==> src/rtl/mem_pkg.sv <==
// Shared definitions for the per-core load/store front end:
// RV32 size codes and the request state machine encoding.
package mem_pkg;

   localparam logic [2:0] F3_B  = 3'b000;
   localparam logic [2:0] F3_H  = 3'b001;
   localparam logic [2:0] F3_W  = 3'b010;
   localparam logic [2:0] F3_BU = 3'b100;
   localparam logic [2:0] F3_HU = 3'b101;

   typedef enum logic [1:0] {
      IDLE = 2'd0,
      WAIT = 2'd1,
      DONE = 2'd2
   } lsu_state_t;

endpackage

==> src/rtl/mem_align_check.sv <==
// Combinational legality and alignment check for one MEM-stage access.
// Both flags can be set together.
module mem_align_check
   import mem_pkg::*;
(
   input  logic [2:0] funct3,
   input  logic [1:0] addr_lo,
   input  logic       load,
   input  logic       store,
   output logic       misaligned,
   output logic       illegal
);

   always_comb begin
      misaligned = 1'b0;
      illegal    = 1'b0;
      case (funct3)
         F3_B, F3_BU: begin
            misaligned = 1'b0;
         end
         F3_H, F3_HU: begin
            misaligned = addr_lo[0];
         end
         F3_W: begin
            misaligned = |addr_lo;
         end
         default: begin
            illegal = 1'b1;
         end
      endcase
      // Stores have no sign-extension variants.
      if (store && (funct3 == F3_BU || funct3 == F3_HU)) begin
         illegal = 1'b1;
      end
      if (load && store) begin
         illegal = 1'b1;
      end
   end

endmodule

==> src/rtl/core_mem_port.sv <==
// Per-core load/store front end: holds one access until the arbiter grants it,
// returns registered data with a one-cycle response and counts stall cycles.
module core_mem_port
   import mem_pkg::*;
#(
   parameter int TIMEOUT_CYCLES = 64
)
(
   input  logic        clk,
   input  logic        rst_n,
   input  logic        req_valid,
   input  logic        req_load,
   input  logic        req_store,
   input  logic [31:0] req_addr,
   input  logic [31:0] req_wdata,
   input  logic [2:0]  req_funct3,
   output logic        stall,
   output logic        resp_valid,
   output logic [31:0] resp_rdata,
   output logic        misaligned,
   output logic        illegal,
   output logic        timeout_err,
   input  logic        perf_clear,
   output logic [31:0] stall_count,
   output logic [31:0] bus_addr,
   output logic [31:0] bus_wdata,
   output logic [2:0]  bus_funct3,
   output logic        bus_read,
   output logic        bus_write,
   input  logic        bus_ready,
   input  logic [31:0] bus_rdata
);

   localparam int CW = $clog2(TIMEOUT_CYCLES + 1);
   localparam logic [CW-1:0] WAIT_LIMIT = CW'(TIMEOUT_CYCLES);

   lsu_state_t    state;
   logic [CW-1:0] wait_cnt;
   logic          chk_misaligned;
   logic          chk_illegal;
   logic          issue;
   logic          hold_read;
   logic          hold_write;
   logic [31:0]   hold_addr;
   logic [31:0]   hold_wdata;
   logic [2:0]    hold_funct3;

   mem_align_check u_align (
      .funct3     (req_funct3),
      .addr_lo    (req_addr[1:0]),
      .load       (req_load),
      .store      (req_store),
      .misaligned (chk_misaligned),
      .illegal    (chk_illegal)
   );

   assign issue = (state == IDLE) && req_valid && !chk_misaligned && !chk_illegal;
   assign stall = req_valid && (state != DONE);

   // The request goes out in the issue cycle straight from the pipeline and is
   // replayed from the captured copy while waiting for the grant.
   always_comb begin
      bus_read   = 1'b0;
      bus_write  = 1'b0;
      bus_addr   = hold_addr;
      bus_wdata  = hold_wdata;
      bus_funct3 = hold_funct3;
      if (issue) begin
         bus_read   = req_load;
         bus_write  = req_store;
         bus_addr   = req_addr;
         bus_wdata  = req_wdata;
         bus_funct3 = req_funct3;
      end else if (state == WAIT) begin
         bus_read  = hold_read;
         bus_write = hold_write;
      end
      if (!rst_n) begin
         bus_read  = 1'b0;
         bus_write = 1'b0;
      end
   end

   always_ff @(posedge clk) begin
      if (!rst_n) begin
         state       <= IDLE;
         wait_cnt    <= '0;
         resp_valid  <= 1'b0;
         resp_rdata  <= '0;
         misaligned  <= 1'b0;
         illegal     <= 1'b0;
         timeout_err <= 1'b0;
         hold_read   <= 1'b0;
         hold_write  <= 1'b0;
         hold_addr   <= '0;
         hold_wdata  <= '0;
         hold_funct3 <= '0;
      end else begin
         resp_valid <= 1'b0;
         case (state)
            IDLE: begin
               if (req_valid) begin
                  if (chk_misaligned || chk_illegal) begin
                     state       <= DONE;
                     resp_valid  <= 1'b1;
                     resp_rdata  <= '0;
                     misaligned  <= chk_misaligned;
                     illegal     <= chk_illegal;
                     timeout_err <= 1'b0;
                  end else begin
                     state       <= WAIT;
                     wait_cnt    <= '0;
                     hold_read   <= req_load;
                     hold_write  <= req_store;
                     hold_addr   <= req_addr;
                     hold_wdata  <= req_wdata;
                     hold_funct3 <= req_funct3;
                  end
               end
            end
            WAIT: begin
               // A grant on the final permitted cycle still completes normally.
               if (bus_ready) begin
                  state       <= DONE;
                  resp_valid  <= 1'b1;
                  resp_rdata  <= hold_read ? bus_rdata : 32'd0;
                  misaligned  <= 1'b0;
                  illegal     <= 1'b0;
                  timeout_err <= 1'b0;
                  wait_cnt    <= '0;
               end else if (wait_cnt == WAIT_LIMIT) begin
                  state       <= DONE;
                  resp_valid  <= 1'b1;
                  resp_rdata  <= '0;
                  misaligned  <= 1'b0;
                  illegal     <= 1'b0;
                  timeout_err <= 1'b1;
                  wait_cnt    <= '0;
               end else begin
                  wait_cnt <= wait_cnt + 1'b1;
               end
            end
            DONE: begin
               state <= IDLE;
            end
            default: begin
               state <= IDLE;
            end
         endcase
      end
   end

   always_ff @(posedge clk) begin
      if (!rst_n) begin
         stall_count <= '0;
      end else if (perf_clear) begin
         stall_count <= '0;
      end else if (stall && (stall_count != 32'hFFFF_FFFF)) begin
         stall_count <= stall_count + 32'd1;
      end
   end

endmodule

==> config.mk <==
export PLATFORM = sky130hd
export DESIGN_NAME = core_mem_port
export DESIGN_NICKNAME = d
export VERILOG_FILES = /design/src/rtl/mem_pkg.sv /design/src/rtl/mem_align_check.sv /design/src/rtl/core_mem_port.sv
export SDC_FILE = /design/constraint.sdc
export NUM_CORES = 1
export LEC_CHECK = 0
export CAP_MARGIN = 25
export CORE_ASPECT_RATIO = 1.1
export CORE_MARGIN = 2
export CORE_UTILIZATION = 40
export CTS_BUF_LIST = sky130_fd_sc_hd__clkbuf_4 sky130_fd_sc_hd__clkbuf_8 sky130_fd_sc_hd__clkbuf_16
export DETAILED_ROUTE_END_ITERATION = 12
export GPL_ROUTABILITY_DRIVEN = 0
export PLACE_DENSITY = 0.76
export SLEW_MARGIN = 25
export SYNTH_ARGS = -nofsm -noshare
export SYNTH_HDL_FRONTEND = slang
export SYNTH_SLANG_ARGS = --single-unit
==> constraint.sdc <==
create_clock -name clk -period 2.6 [get_ports clk]
set_input_delay 0.39 -clock clk [delete_from_list [all_inputs] [get_ports clk]]
set_output_delay 0.39 -clock clk [all_outputs]
set_load 0.02 [all_outputs]
Word level (Yosys, flattened, before mapping)
Cells that the tools add are included.
{"block": "totals", "word_cells": 98, "register_bits": 146, "output_inout_bits": 138}
{"block": "op_classes", "n_reduce_logical": 22, "n_addsub": 2, "muxes": 47, "bitwise_logic": 2, "eq_ne": 12}
{"cell": "two-way mux 32 bit", "count": 7}
{"cell": "one-hot mux 32 bit (2 select lines)", "count": 1}
{"cell": "adder 32 x 1 -> 32 bit, second input constant", "count": 1}
{"cell": "!= test 32 bit, second input constant", "count": 1}
{"cell": "two-way mux 7 bit", "count": 4}
{"cell": "two-way mux 1 bit", "count": 23}
{"cell": "one-hot mux 7 bit (2 select lines)", "count": 1}
{"cell": "one-hot mux 1 bit (2 select lines)", "count": 5}
{"cell": "two-way mux 2 bit", "count": 4}
{"cell": "adder 7 x 1 -> 7 bit, second input constant", "count": 1}
{"cell": "== test 7 bit, second input constant", "count": 1}
{"cell": "logical AND 1 bit", "count": 7}
{"cell": "== test 3 bit, second input constant", "count": 2}
{"cell": "!= test 2 bit, second input constant", "count": 3}
{"cell": "AND reduction 3 bit", "count": 2}
{"cell": "OR reduction 2 bit", "count": 3}
{"cell": "OR reduction 5 bit", "count": 1}
{"cell": "one-hot mux 2 bit (2 select lines)", "count": 1}
{"cell": "AND reduction 4 bit", "count": 1}
{"cell": "== test 3 x 1 -> 1 bit, second input constant", "count": 1}
{"cell": "== test 3 x 2 -> 1 bit, second input constant", "count": 1}
{"cell": "logical NOT 3 bit", "count": 1}
{"cell": "two-way mux 3 bit", "count": 1}
{"cell": "!= test 3 x 2 -> 1 bit, second input constant", "count": 1}
{"cell": "8 further kinds", "count": 11}

Depth between registers and ports, before layout
{"block": "logic_depth", "ltp_word": 9, "mapped_depth": 9, "mapped_depth_nobuf": 7}

Modules after synthesis
A second synthesis with hierarchy kept.
{"block": "hier_totals", "cells_unflattened": 750, "hier_area_um2": 6045.8}
{"module": "core_mem_port", "cells_each": 743, "area_each_um2": 5994.5, "instances": 1}
{"module": "mem_align_check", "cells_each": 7, "area_each_um2": 51.3, "instances": 1}

Worst setup path before layout
No wires, ideal clock.
{"block": "synth_path", "path_kind": "input port to output port", "startpoint": "in req_load", "endpoint": "out bus_read", "t_arrival_ns": 1.835, "path_slack_ns": 0.375, "required_ns": 2.210, "path_stages": 6, "path_cell_list": "a22oi_1 nand4_1 nor3_2 buf_2 nand2_1 a21oi_1"}
{"block": "synth_via", "elab_chain_cells": 6}
{"item": "start, declared", "line_no": "core_mem_port.sv:12", "text": "input logic req_load,"}
{"item": "logical AND 1 bit", "line_no": "mem_align_check.sv:35", "text": "if (load && store) begin"}
{"item": "two-way mux 1 bit", "line_no": "mem_align_check.sv:35"}
{"item": "logical NOT 1 bit", "line_no": "core_mem_port.sv:57", "text": "assign issue = (state == IDLE) && req_valid && !chk_misaligned && !chk_illegal;"}
{"item": "logical AND 1 bit", "line_no": "core_mem_port.sv:57"}
{"item": "two-way mux 1 bit (*)", "line_no": "core_mem_port.sv:68", "text": "if (issue) begin"}
{"item": "two-way mux 1 bit (*)", "line_no": "core_mem_port.sv:78", "text": "if (!rst_n) begin"}
{"item": "end, declared", "line_no": "core_mem_port.sv:28", "text": "output logic bus_read,"}
Mark *: on every way between the ends. The rest lies on a longest branch, timed or not.

Worst setup path after layout
{"block": "layout_path", "startpoint": "in req_funct3[2]", "endpoint": "reg illegal"}
{"block": "layout_via", "elab_chain_cells": 8}
{"item": "start, declared", "line_no": "core_mem_port.sv:16", "text": "input logic [2:0] req_funct3,"}
{"item": "== test 3 x 1 -> 1 bit, or another cell as far along", "line_no": "mem_align_check.sv:17", "text": "case (funct3)"}
{"item": "OR reduction 5 bit (no source line) / logical OR 1 bit (equally long branches)"}
{"item": "two-way mux 1 bit / logical AND 1 bit (equally long branches)", "line_no": "mem_align_check.sv:17, mem_align_check.sv:32"}
{"item": "two-way mux 1 bit", "line_no": "mem_align_check.sv:32", "text": "if (store && (funct3 == F3_BU || funct3 == F3_HU)) begin"}
{"item": "two-way mux 1 bit", "line_no": "mem_align_check.sv:35"}
{"item": "two-way mux 1 bit / logical OR 1 bit (equally long branches)", "line_no": "core_mem_port.sv:103", "text": "if (chk_misaligned || chk_illegal) begin"}
{"item": "two-way mux 1 bit / != test 2 x 1 -> 1 bit (equally long branches)"}
{"item": "one-hot mux 1 bit (2 select lines) / AND reduction 4 bit (equally long branches)"}
{"item": "end signal, assigned", "line_no": "core_mem_port.sv:108", "text": "illegal <= chk_illegal;"}
{"item": "end, declared", "line_no": "core_mem_port.sv:21", "text": "output logic illegal,"}
Several ways; a longest one is shown, not always the timed one. The select of a mux whose other input is x is not followed.
A chain may end at the register's enable or synchronous reset.

==> impl_results.md <==
* Status: complete, no violations
* Synth area leader: dfxtp_1
* IO Port Bufs at 243
* Routed wire length at 18.4 mm
* FMAX at 397 MHz
* XOR/XNOR share of the synthesized area at 3.27%
* ANT nets after route at 0
* Max_cap viols at 0
* Delay-heaviest family, CP: buffers and inverters
* Vias in the first global route at 5,543
* # nets final at 965
* Congestion Overflow GR at 0
* Post-route DRC at 0
* Actual slew at the worst max-slew pin at 0.724 ns
* Critical Path AT at 2.88 ns
* CP dominant cell by count: buf_4
* DRT Pass-1 Iters at 4
* Compound-cell area share of the yosys netlist at 10.0%
* Final hold vios at 0
* EDFF count, synth at 0
* Clk_skew at 0.00822 ns
* CTS Root Cell: clkbuf_16
* Clk pin slew, worst setup/hold paths at 0.06 ns
* Detailed router's first-iteration violation count at 236
* P&R area growth vs syn at 60.1%
* Ys async rst share at 0%
* Critical path's slowest cell: dlygate4sd2_1
* Hold Slack at 0.254 ns
* WP buf/inv at 17
* Die Y-Extent at 131 um
* CTS Sinks at 146
* Gr usage total at 22.7%
* Tmin final at 2.52 ns
* Power Density at 553 nW/um2
* Post-synthesis mux area share at 13.0%
* Leak at 0.00388 uW
* Crit-path max FO at 2
* Area taken by multi-input logic gates at 2910 um2
* Initial core utilization at 41.0%
* Most common cell in the netlist: dfxtp_1
* RSZ-0062 raised after global routing: no
* Syn Inst Count at 572
* Antenna diodes at 0
* Synth cell types at 50
* CP peak stage delay at 0.23 ns
* Max-slew violation count at 0
* Main flop type after synthesis: dfxtp_1
* H-tree levels at 4
* Syn avg cell area at 10.3 um2
* #FFs+latches synth at 146
* Vias per cell at 5.08
* Adder-cell share of the synthesized area at 0.637%
* Initial antenna violation count at 0
* Placed instance area at 8620 um2
* Clock latency on the worst-skew pair at 0.41 ns
* Critical Path Sink Type: flop
* Top cells by area, synth: dfxtp_1 (50%), mux2_2 (11%), and2_1 (7.4%)
* Sequential area share after synthesis at 49.6%
* Fraction of layout cells with a size suffix above 1 at 27.1%
* Worst vdd rail ir drop at 0.389 mV
* Final period utilization at 96.9%
* Slew HR at 51.3%
* Die Span X at 120 um
* Synth Area in Simple Gates at 20.6%
* Yosys warning total at 0
* Total number of vias at 5,377
* Core area at 14,400 um2
* Design Area, Final at 9440 um2
* Synth top area share at 49.6%
* First-pass GRT wire length at 28.3 mm
* Register area at 2920 um2
* Final setup fails at 0
* CP Data Required Time at 2.96 ns
* Critical path, cell by cell: dlygate4sd2_1, o21ai_2, buf_4, buf_4, buf_4, buf_4, buf_4, buf_4, buf_4, buf_4, buf_4, buf_4, buf_4, buf_4, buf_4, buf_4, buf_4, buf_4, nand2_1, a32o_1
* Worst min-delay path category: input pin to flop
* CTS Buffer Depth at 2
* Die ar. at 15,700 um2
* Detailed placement HPWL at 12.3 mm
* Largest family of logic cells by synthesized area: simple AND/OR/NAND/NOR gates
* Startpoint types: input pin
* Net count after synthesis at 681
* WS Path Type: input pin to flop
* Row cnt at 46
* Synth cell count leaders: dfxtp_1 (146), and2_1 (70), mux2_2 (55), nor2_1 (45), a22o_1 (32)
* CTS buffer count at 17
* Mapped Area at 5890 um2
* Final-layout fill cell count at 1,156
* TritonCTS clock tree: yes
* WL/cell at 17.4 um
* Largest net degree at the start of global routing at 79
* IO Pins at 244
-- through the flow --
step | total power, uW | setup TNS (ns) | setup WS (ns) | instances | utilization (%)
2_1_floorplan | 2590 | 0 | 0.375 | 572 | -
3_3_place_gp | 2920 | -40.04 | -0.617 | 1001 | 59.9
3_5_place_dp | 2930 | -42.64 | -0.650 | 1001 | 59.9
4_1_cts | 5220 | 0 | 0.00276 | 1054 | 64.6
5_1_grt | 5400 | 0 | 0.00535 | 1058 | 65.6
6_report | 5220 | 0 | 0.0798 | 1058 | 65.6
-- layout by cell type (no fill, tap or decap), types with 13 or more instances in the layout --
master / n
clkdlybuf4s50_1: 166
a22o_1: 32
mux2_4: 25
nand3_1: 18
buf_4: 49
dfxtp_1: 146
xnor2_1: 13
and2_1: 70
buf_2: 36
mux2_2: 42
clkbuf_16: 20
buf_6: 21
nand2_1: 23
o21ai_0: 14
a21oi_1: 13
nor2_1: 44
-- power by group --
group	switching, uW	internal [uW]
combinational	283	374
sequential	15.4	2280
clock	869	1400
total	1170	4050
-- worst paths after layout --
path / from / to / slack, ns / cells past startpoint
max: req_funct3[2] / illegal / 0.08 / 20
max reg2reg: stall_count[0] / stall_count[26] / 0.27 / 7
min: req_load / hold_read / 0.25 / 3
min reg2reg: wait_cnt[6] / wait_cnt[6] / 0.47 / 1
-- per-layer routing --
layer | routed length, um | global-route usage [%] | share of wire, % | up-vias
li1 | - | - | - | 2571
met1 | 7280 | 24.1 | 40 | 2593
met2 | 9630 | 40.9 | 52 | 173
met3 | 858 | 5.69 | 4.7 | 40
met4 | 597 | 11.7 | 3.3 | 0
met5 | 0 | 0 | 0 | -
-- state kept, by name, summed over array words and instances (netlist names) --
signal       cells
hold_write       1
hold_wdata      32
misaligned       1
resp_rdata      32
hold_read        1
hold_funct3      3
hold_addr       32
state            2
stall_count     32
illegal          1
wait_cnt         7
timeout_err      1
resp_valid       1
-- cell type report --
cell class | instances | area share (%)
clock buffers | 23 | 5.18
well taps | 192 | 2.55
clock inverters | 6 | 0.610
inverters | 7 | 0.278
repair buffers | 294 | 29.6
multi-input cells | 390 | 30.8
flip-flops and latches | 146 | 31.0
-- worst min-delay path, cell delays in order --
cell and delay [ns]:
clkbuf_2 0.10, nand2_1 0.07, a21oi_1 0.06
-- logic make-up (layout without fill, tap and decap cells) --
logic type / Yosys count / in the layout
compound gates: 82 / 82
xor+xnor: 22 / 22
fa+ha+maj: 3 / 3
buf+inv: 36 / 330
flops: 146 / 146
mux: 68 / 68
simple gates: 215 / 215
-- what timing repair did --
action                                  CTS  global route
gates resized for setup                 303            84
cloned                                    4             4
setup buffers                            20             0
pin swaps                                 3             4
hold endpoints to repair                  0             0
hold buffers                              0             0
endpoints found under the setup margin   69            70
Note: power is estimated with default switching activity, not from simulation.
==> RTL edit 1, RTL diff (same flow settings) <==
The parameter `TIMEOUT_CYCLES` goes from 64 to 32.
--- a/src/rtl/core_mem_port.sv
+++ b/src/rtl/core_mem_port.sv
@@ -3,7 +3,7 @@
 module core_mem_port
    import mem_pkg::*;
 #(
-   parameter int TIMEOUT_CYCLES = 64
+   parameter int TIMEOUT_CYCLES = 32
 )
 (
    input  logic        clk,
Behaviour: same outputs for any inputs over 4 cycles, from zero or initial values and one cycle with rst_n low; that may be too few to reach the edited logic, so the function may still have changed.
==> RTL edit 1 against the unedited design <==
- maximum frequency is 0.96% higher
- design area is 0.65% lower
- power is 4.4% higher
- sequential cell count is 1 lower
- worst setup slack better by 24 ps
- utilization is 0.94 points lower
- wire length is 6.4% lower
- area after synthesis is 1.4% higher
- critical path type is now input port to output port
- via count is 0.20% lower
==> RTL edit 1: results (changes against the unedited design) <==
distinct cell type count after synthesis=51 (+2.0%); internal power=4.23 mW (+4.6%); Plain + repair buffers=276 (-6.1%); pin count of the biggest net entering global routing=78 (-1.3%); Met3 Wirelength=1.28 mm (+49%); buffering overhead=0.269 (-0.0272); syn_nets=685 (+0.59%); All-Layer GR Usage=0.214 (-0.0121); Total Wirelength=17.2 mm (-6.4%); clock buffer count=22 (-4.3%); grt met3 use=0.0679 (+0.0110); #MultiIn Comb=391 (+0.26%); Area after DPL=0.00872 mm^2 (+1.1%); peak supply drop=385 uV (-1.2%); largest cells by area after synthesis=dfxtp_1, mux2_1, and2_1; post-DR vias/cell=5.14 (+1.1%); critical path startpoint=req_addr[1]; HPWL Detailed=12.0 mm (-1.8%); reg2reg start=stall_count[8]$_SDFFE_PP0P_; status=complete, no violations; inverters=9 (+2); WP data arrival=2110 ps (-770 ps); worst-path fanout max=7 (+5); area of the multi-input gates=0.00306 mm^2 (+5.2%); met1 GRT Util=0.239 (-0.00213); Tightest Pin Transition=681 ps (-43.6 ps); Clock Skew=8.46 ps (+0.235 ps); 1st-iter DRT viols=317 (+34%); Layout clock area frac=0.0659 (+0.00799); nets@finish=949 (-1.7%); sequential cell area share=0.310 (about the same); via count of the first global-routing pass=5497 (-0.83%); first-pass GRT wire length=27.4 mm (-2.9%); Post-Synth Adder-Cell Area=0.00628 (-0.0000854); most frequent cells after synthesis=dfxtp_1, and2_1, mux2_1; mux cell area share after synthesis=0.128 (-0.00195); post-synthesis compound-gate area fraction=0.141 (+0.0412); worst slack at placement=-599 ps (+50.8 ps); sequential fraction of the synthesis area=0.486 (-0.0100); Seq cells=145 (-0.68%)
[RTL edit 1: cell count changes after synthesis, moves of 10 or more]
cell	unedited run	this run
a21oi_1	13	23
mux2_1	13	67
mux2_2	55	0
nand2_1	23	34
nor2_1	45	23
[RTL edit 1: power groups by stage]
stage,Sequential (mW),Combinational (mW),Clock (mW)
after floorplan,2.33,0.254,0
after global placement,2.33,0.610,0
after detailed placement,2.33,0.619,0
after CTS,2.28,0.635,2.57
after global routing,2.28,0.685,2.68
final,2.28,0.642,2.52
[RTL edit 1: through the flow]
| stage | setup TNS [ps] | hold WS [ps] | total power, mW | util | cells |
|---|---|---|---|---|---|
| 6_report | 0 | 272 | 5.45 | 0.646 | 1044 |
| 2_1_floorplan | 0 | 431 | 2.58 | - | 576 |
| 5_1_grt | 0 | 265 | 5.65 | 0.646 | 1044 |
| 4_1_cts | -289 | 420 | 5.49 | 0.646 | 1046 |
| 3_3_place_gp | -37550 | 457 | 2.94 | 0.601 | 1003 |
| 3_5_place_dp | -38010 | 458 | 2.95 | 0.601 | 1003 |
[RTL edit 1: worst max-delay path, stage by stage]
cell	delay [ps]
dlygate4sd2_1	260
a21oi_2	160
o211ai_1	160
nor3b_4	210
buf_6	210
buf_12	120
buf_16	120
mux2_4	310
buf_4	170
[RTL edit 1: timing repair]
action | CTS | global route
pin swaps | 5 | 4
gates cloned | 4 | 0
buffers inserted | 8 | 1
gates resized for setup | 338 | 42
setup endpoints to repair | 69 | 53
[RTL edit 1: worst paths after layout]
path,to,slack [ps],depth (start not counted)
setup / recovery,bus_addr[7],100,9
hold / removal,hold_read$_SDFFE_PN0P_,270,3
setup reg to reg,stall_count[7]$_SDFFE_PP0P_,510,5
hold reg to reg,hold_read$_SDFFE_PN0P_,470,2
==> RTL edit 2, RTL diff (config.mk and constraints unchanged) <==
Without the edit above. Reset style: asynchronous (`rst_n`), changed in 2 clocked blocks.
--- a/src/rtl/core_mem_port.sv
+++ b/src/rtl/core_mem_port.sv
@@ -81,7 +81,7 @@
       end
    end
 
-   always_ff @(posedge clk) begin
+   always_ff @(posedge clk or negedge rst_n) begin
       if (!rst_n) begin
          state       <= IDLE;
          wait_cnt    <= '0;
@@ -150,7 +150,7 @@
       end
    end
 
-   always_ff @(posedge clk) begin
+   always_ff @(posedge clk or negedge rst_n) begin
       if (!rst_n) begin
          stall_count <= '0;
       end else if (perf_clear) begin
Check against the original RTL: differs if rst_n is asserted again (counterexample within 4 cycles, from zero or initial values and one cycle with rst_n low); with rst_n held inactive, the same outputs for 4 cycles.
==> RTL edit 2 against the unedited design <==
- design area rose by 10%
- area after synthesis rose by 20%
- clock skew rose by 4.3 ps
- worst hold slack improved by 170 ps
- wire length rose by 4.5%
- cell count rose by 4.1%
- non-clock buffer count did not move
- register-to-register slack improved by 70 ps
- critical path type is now input port to output port
- critical path depth fell by 12
- maximum frequency fell by 2.0%
- worst setup slack got worse by 52 ps
- sequential cell count did not move
Power is not compared: it rests on default switching activity, and its combinational part moved more than twofold at a synthesized area within 25%.
==> RTL edit 2: results (changes against the unedited design) <==
TritonRoute pass-1 iters=4 (unchanged); clk_lat worst skew=420 ps; WP data arrival=2180 ps (-700 ps); routed len/inst=17.4 um (+0.45%); Min-Delay Path Depth=3 (unchanged); Post-synth ARST share=1.00 (+1.00); most frequent cells after synthesis=dfrtp_1, mux2_2, a22o_1; 1st-iter DRT viols=191 (-19%); post-DR vias/cell=5.24 (+3.0%); syn_nets=681 (unchanged); status=complete, no violations; sequential fraction of the synthesis area=0.517 (+0.0215); wl on met1=7.82 mm (+7.4%); pin count of the biggest net entering global routing=76 (-3.8%); via count of the first global-routing pass=5820 (+5.0%); Met2 Wirelength=9.37 mm (-2.7%); largest cells by area after synthesis=dfrtp_1, mux2_2, a22o_1; Root Buffer=clkbuf_16; max_slew headroom=0.539 (+0.0258); peak supply drop=476 uV; HPWL Detailed=13.8 mm (+13%); worst reg-to-reg path cell count=7 (unchanged); PortBufs=243 (unchanged); distinct cell type count after synthesis=52 (+4.0%); worst-path fanout max=14 (+12); DR top layer=met4; Main synth FF type=dfrtp_1; layout cells sized above 1=0.346 (+0.0751); first-pass GRT wire length=30.0 mm (+6.1%); Clock Skew=12.5 ps (+4.26 ps); CTS max path bufs=2 (unchanged); Met3 Wirelength=1.55 mm (+81%); Ys Warns=0 (unchanged); All-Layer GR Usage=0.206 (-0.0206); Clock transition at path regs=60 ps (about the same); leak pwr=4.55 nW; nets@finish=962 (-0.31%); CP max-delay cell=clkdlybuf4s50_1; crit-path max cell delay=480 ps (+250 ps); min-delay worst type=input port to flop
[RTL edit 2: cell types whose count changed after synthesis, sizes merged, moves of 9 or more]
cell	before	now
and2	71	2
nor2	45	13
o21ai	17	31
mux2	68	138
a21oi	13	28
or3	7	18
xnor2	13	1
dfrtp	0	146
dfxtp	146	0
buf	13	22
[RTL edit 2: cells by family (layout without fill, tap and decap cells)]
group                      Yosys count  after routing  share of synthesized area
DFF                                146            146                      0.517
muxes                              139            139                      0.222
and+or+nand+nor                    129            129                      0.109
AOI/OAI and AO/OA                  113            113                      0.108
buffers and inverters               39            333                     0.0344
adders and majority gates            3              3                    0.00532
xor gates and xnor gates             3              3                    0.00372
other                                0              1                          0
[RTL edit 2: path summary, 6_finish.rpt]
path	start	to	slack, ps
worst max-delay path	req_load	bus_addr[13]	30
worst min-delay path	req_addr[1]	hold_addr[1]$_DFFE_PN0P_	420
worst max register to register	stall_count[0]$_DFFE_PN0P_	stall_count[1]$_DFFE_PN0P_	340
worst min register to register	wait_cnt[6]$_DFFE_PN0P_	wait_cnt[6]$_DFFE_PN0P_	490
max in group asynchronous	rst_n	hold_wdata[12]$_DFFE_PN0P_	710
min in group asynchronous	rst_n	hold_addr[0]$_DFFE_PN0P_	440
[RTL edit 2: worst max-delay path, delay by kind of cell]
| kind | cells | cell delay [ps] |
|---|---|---|
| buffers and inverters | 4 | 1060 |
| multiplexers | 1 | 330 |
| AND/OR/NAND/NOR | 1 | 200 |
| AO/OA/AOI/OAI | 2 | 190 |
[RTL edit 2: cell type report]
type / count / area, um^2
flip-flops and latches: 146 / 3650
repair buffers: 294 / 2650
multi-input cells: 387 / 3180
inverters: 7 / 26.3
clock inverters: 13 / 123
fillers: 1490 / 6760
well taps: 234 / 293
clock buffers: 19 / 453
diodes: 1 / 2.50
[RTL edit 2: per-layer routing]
| metal | GRT usage | up-vias |
|---|---|---|
| li1 | - | 2715 |
| met1 | 0.247 | 2792 |
| met2 | 0.340 | 224 |
| met3 | 0.0700 | 34 |
| met4 | 0.0823 | 0 |
| met5 | 0 | - |
[RTL edit 2: stage by stage]
stage,hold WS (ps),worst slack (ps),instance area (um^2),cells
global route,426,-95.4,10400,1100
global placement,246,-529,9940,1057
CTS,434,-28.9,10500,1097
detailed placement,244,-573,9940,1057
floorplan,94.4,469,7060,572
finish,423,28.0,10400,1101
[RTL edit 2: timing repair]
action	4_1_cts	5_1_grt
hold endpoints to repair	15	0
endpoints found under the setup margin	69	69
buffers inserted	4	2
resized for setup	222	44
pin swaps	2	1
gates cloned	3	1
hold buffers	1	0
[RTL edit 2: where the power goes]
part	switching [mW]	internal (mW)	total [mW]
Clock	1.00	1.38	2.38
Sequential	0.267	2.75	3.02
Combinational	1.31	1.29	2.60
Total	2.57	5.42	7.99
